===== src/rtl/ci_pipe_harness.sv =====
`default_nettype none
// =============================================================================
// Module      : ci_pipe_harness
// Description : Custom-instruction wrapper for a fixed-latency pipelined core.
//               Done comes from a token pipe; CI_PERF_CNT_EN enables perf_count.
// Revision    : 1.0 - initial release
// =============================================================================
module ci_pipe_harness #(
    parameter int DATA_W     = 32,
    parameter int IN_STAGES  = 1,
    parameter int CORE_LAT   = 3,
    parameter int OUT_STAGES = 1,
    parameter int PERF_W     = 32
) (
    input  logic              clock,
    input  logic              reset,
    input  logic              clk_en,
    input  logic              start,
    input  logic [DATA_W-1:0] dataa,
    output logic [DATA_W-1:0] result,
    output logic              done,
    output logic [DATA_W-1:0] core_dataa,
    output logic              core_clk_en,
    input  logic [DATA_W-1:0] core_result,
    output logic [PERF_W-1:0] perf_count
);

    localparam int c_total_lat = IN_STAGES + CORE_LAT + OUT_STAGES;

    generate
        if (IN_STAGES < 1) begin : g_bad_in_stages
            $error("ci_pipe_harness: IN_STAGES must be >= 1");
        end
        if (OUT_STAGES < 1) begin : g_bad_out_stages
            $error("ci_pipe_harness: OUT_STAGES must be >= 1");
        end
    endgenerate

    assign core_clk_en = clk_en;

    // Operand pipe shifts on every enabled edge regardless of start.
    logic [DATA_W-1:0] r_in_pipe [IN_STAGES];

    always_ff @(posedge clock or posedge reset) begin
        if (reset) begin
            for (int i = 0; i < IN_STAGES; i++) begin
                r_in_pipe[i] <= '0;
            end
        end else if (clk_en) begin
            r_in_pipe[0] <= dataa;
            for (int i = 1; i < IN_STAGES; i++) begin
                r_in_pipe[i] <= r_in_pipe[i-1];
            end
        end
    end

    assign core_dataa = r_in_pipe[IN_STAGES-1];

    logic [DATA_W-1:0] w_res_aligned;

    generate
        if (OUT_STAGES > 1) begin : g_out_pipe
            logic [DATA_W-1:0] r_out_pipe [OUT_STAGES-1];

            always_ff @(posedge clock or posedge reset) begin
                if (reset) begin
                    for (int i = 0; i < OUT_STAGES - 1; i++) begin
                        r_out_pipe[i] <= '0;
                    end
                end else if (clk_en) begin
                    r_out_pipe[0] <= core_result;
                    for (int i = 1; i < OUT_STAGES - 1; i++) begin
                        r_out_pipe[i] <= r_out_pipe[i-1];
                    end
                end
            end

            assign w_res_aligned = r_out_pipe[OUT_STAGES-2];
        end else begin : g_out_direct
            assign w_res_aligned = core_result;
        end
    endgenerate

    // Token bit L-2 marks the cycle whose aligned core data becomes the result.
    logic [c_total_lat-1:0] r_tok;
    logic [DATA_W-1:0]      r_result;
    logic                   w_load;

    assign w_load = r_tok[c_total_lat-2];

    always_ff @(posedge clock or posedge reset) begin
        if (reset) begin
            r_tok    <= '0;
            r_result <= '0;
        end else if (clk_en) begin
            r_tok <= {r_tok[c_total_lat-2:0], start};
            if (w_load) begin
                r_result <= w_res_aligned;
            end
        end
    end

    assign done   = r_tok[c_total_lat-1];
    assign result = r_result;

`ifdef CI_PERF_CNT_EN
    logic [PERF_W-1:0] r_perf;

    always_ff @(posedge clock or posedge reset) begin
        if (reset) begin
            r_perf <= '0;
        end else if (clk_en && w_load) begin
            r_perf <= r_perf + PERF_W'(1);
        end
    end

    assign perf_count = r_perf;
`else
    assign perf_count = '0;
`endif

endmodule
`default_nettype wire


===== config.mk =====
export PLATFORM = sky130hd
export DESIGN_NAME = ci_pipe_harness
export DESIGN_NICKNAME = d
export VERILOG_FILES = /design/src/rtl/ci_pipe_harness.sv
export SDC_FILE = /design/constraint.sdc
export NUM_CORES = 1
export LEC_CHECK = 0
export BUFFER_PORTS_ARGS = -buffer_cell sky130_fd_sc_hd__buf_2
export CORE_UTILIZATION = 48
export DETAILED_ROUTE_END_ITERATION = 12
export PLACE_DENSITY = 0.83
export SYNTH_ARGS = -nofsm -noshare
export SYNTH_HDL_FRONTEND = slang
export SYNTH_SLANG_ARGS = --single-unit

===== constraint.sdc =====
create_clock -name clock -period 4.35 [get_ports clock]
set_input_delay 0.6525 -clock clock [delete_from_list [all_inputs] [get_ports clock]]
set_output_delay 0.6525 -clock clock [all_outputs]
set_load 0.01 [all_outputs]

**Yosys cells after proc, flatten, opt, wreduce, memory -nomap -nowiden**

Index checks and enable logic that the tools add are counted.
Widths: inputs -> output; s select.

- Reduce and logical (&&, ||, !) cells: 1

Operators by type and width:

| cell | count |
|---|---|
| $reduce_and 2->1 | 1 |

- Bits in registers: 69
- Input bits: 68
- Word-level logic and storage cells: 4
- Output and inout bits: 98

**Longest topological paths before layout**

- Depth in word-level cells: 1
- Gate-level depth with buffers: 3
- Depth with buffers taken out: 2

**Worst setup path before layout**

No wires, ideal clock.

- Path type: input -> output
- From: input clk_en
- To: output core_clk_en
- Required time: 3.697 ns
- Path slack: 2.926 ns
- Stages on the path: 1
- Arrival time: 0.772 ns
- Path buffers: 1
- Path through: buf_4

RTL lines:

| item | line | source |
|---|---|---|
| start: declaration | 17 | `input logic clk_en,` |
| end: declaration | 23 | `output logic core_clk_en,` |

No word-level cell between the ends.

**Final worst setup path**

- From: input clk_en
- To: output core_clk_en

No word-level cell between the ends.

==> results.md <==
* CTS buffer count at 9
* Pre-antenna DRT Iters at 2
* DP HPWL at 4100 um
* Worst path buffer plus inverter count at 3
* DRC at 0
* CP Launch Type: input pin
* Largest family of logic cells by synthesized area: multiplexers
* Adder-cell area share of the yosys netlist at 0%
* Seq cells post-synth at 69
* Clk pin slew, worst setup/hold paths at 0.07 ns
* GPL Wtd Cong at 0.717
* Clock sinks at 69
* Worst Tran Pin Value at 1.08 ns
* Crit end category: output port
* Vias in the first global route at 1682
* Layout area overhead at 24.7%
* Stages on worst setup path at 3
* Met1 Use GR at 19.8%
* Vias per cell at 4.49
* Clk buf depth at 2
* Cells after synthesis at 182
* # diodes at 0
* Ys Warns at 0
* Antenna violations before repair at 0
* Post-Synth Simple-Gate Area at 0.204%
* Pwr dens at 497 nW/um2
* Max rail drop VDD at 0.258 mV
* Slew margin rel. at 27.6%
* Routed len/inst at 14.3 um
* CTS tree: done
* H-tree levels at 3
* Boundary pin count at 166
* Post-synthesis sequential area ratio at 56.4%
* Clock root cell: clkbuf_8
* Post-CTS setup buffer count at 0
* Final slew viol count at 0
* Setup repair after global routing missed its margin: false
* Cell area after synthesis at 3060 um2
* Status: complete, no violations
* Post-Synth XOR/XNOR Area at 0%
* WP data required at 3.70 ns
* Die Area at 6700 um2
* Row cnt at 28
* Tcrit/Tclk final at 49.9%
* Drt total wl at 5690 um
* Die height at 81.8 um
* WP data arrival at 1.52 ns
* CP most frequent cell: buf_2
* Fin. Hold Viols at 0
* Post-route ant nets at 0
* Sum Neg Setup Slack at 0 ns
* GR Layer Usage met3 at 4.11%
* Setup violations, final at 0
* Core Region at 6030 um2
* Gr busiest metal: met2
* Met2 global-route usage at 28.8%
* Worst path slowest cell: buf_4
* Worst-Skew Late Latency at 0.33 ns
* Hold Path Class: input pin to async pin
* Skew final at 0.00876 ns
* Post-CTS sizing at 0
* Via Count at 1793
* Max Clk Rate at 460 MHz
* Reg2Reg Depth at 2
* Share of cells above drive strength 1 at 67.6%
* Crit-path max FO at 38
* Iteration-0 DRC Markers at 50
* Crit Path Class: input pin to output port
* First-pass GRT wire length at 8180 um
* CP delay by family, top: buffers and inverters
* CP Cell Sequence: buf_2 > buf_4 > buf_2
* Max incr delay on CP at 0.52 ns
* GRT Overall Usage at 17.3%
* Layout Nets at 387
* Pin count of the biggest net entering global routing at 39
* Period minus WS final at 2.17 ns
* Hold WS at 0.416 ns
* Width of the die at 81.8 um
* Global route overflow at 0
* Synth Area in Compound Gates at 0.164%
* Distinct cell type count after synthesis at 9
* Mapped Avg Cell Area at 16.8 um2
* # hold bufs at CTS at 0
* Max-cap viol count at 0
* Initial Util at 50.8%
* Post-synthesis mux area share at 32.1%
* Port bufs at 133
* P_leak at 2.10 nW
==> synthesized netlist by cell type <==
library cell  instances  share of area [%]
inv_1                 2               0.25
nand2_2               1               0.20
mux2_4               58                 28
buf_4                33                8.1
buf_6                 7                2.6
dfrtp_1              69                 56
o21ai_0               1               0.16
conb_1                1               0.12
mux2_2               10                3.7
==> metrics by stage <==
step	area, um2	power (mW)	utilization, %	instances	setup WS, ns
3_3_place_gp	3620	1.39	60.1	383	2.18
6_report	3820	1.90	63.3	399	2.18
2_1_floorplan	3180	1.23	-	213	1.96
4_1_cts	3820	1.92	63.3	399	2.17
5_1_grt	3820	2.01	63.3	399	2.12
3_5_place_dp	3620	1.41	60.1	383	2.17
==> kinds of logic after synthesis <==
| kind of cell | Yosys count |
|---|---|
| flops | 69 |
| other cells | 1 |
| compound gates | 1 |
| mux | 68 |
| simple gates | 1 |
| buf+inv | 42 |
==> worst paths after layout <==
kind,to,start,slack [ns]
worst max-delay path,core_clk_en,clk_en,2.18
worst min-delay path,core_dataa[14],reset,0.42
worst max register to register,result[28],r_tok[3],2.61
worst min register to register,result[28],result[28],0.50
max in group asynchronous,r_tok[3],reset,3.01
min in group clock,result[28],result[28],0.50
==> area by class of cell <==
cell class                      instances  area [um2]
Clock buffer                           12         145
Clock inverter                          4        47.5
Fill cell                             474        2210
Inverter                                2        7.51
Multi-Input combinational cell        102        1110
Sequential cell                        69        1730
Tap cell                               75        93.8
Timing Repair Buffer                  135         681
==> state kept, by name, summed over array words and instances (netlist names) <==
| register | cells |
|---|---|
| result | 32 |
| r_tok | 5 |
| core_dataa | 32 |
==> report_power, final <==
part / leakage [nW] / internal, mW / switching (mW)
combinational: 1.19 / 0.310 / 0.229
sequential: 0.809 / 0.784 / 0.0734
clock: 0.0964 / 0.279 / 0.224
==> placed cells by master (no fill, tap or decap), drive strengths merged <==
cell	n
clkinvlp	1
mux2	68
conb	32
clkbuf	12
dfrtp	69
bufinv	1
buf	135
inv	2
clkinv	2
o21ai	1
nand2	1
==> routing by layer <==
metal	wire (um)	vias up	share of wire [%]
met5	0	-	0
met4	155	0	2.7
met3	333	14	5.9
met2	2940	86	52
met1	2260	874	40
li1	-	819	-
Note: power is estimated with default switching activity, not from simulation.
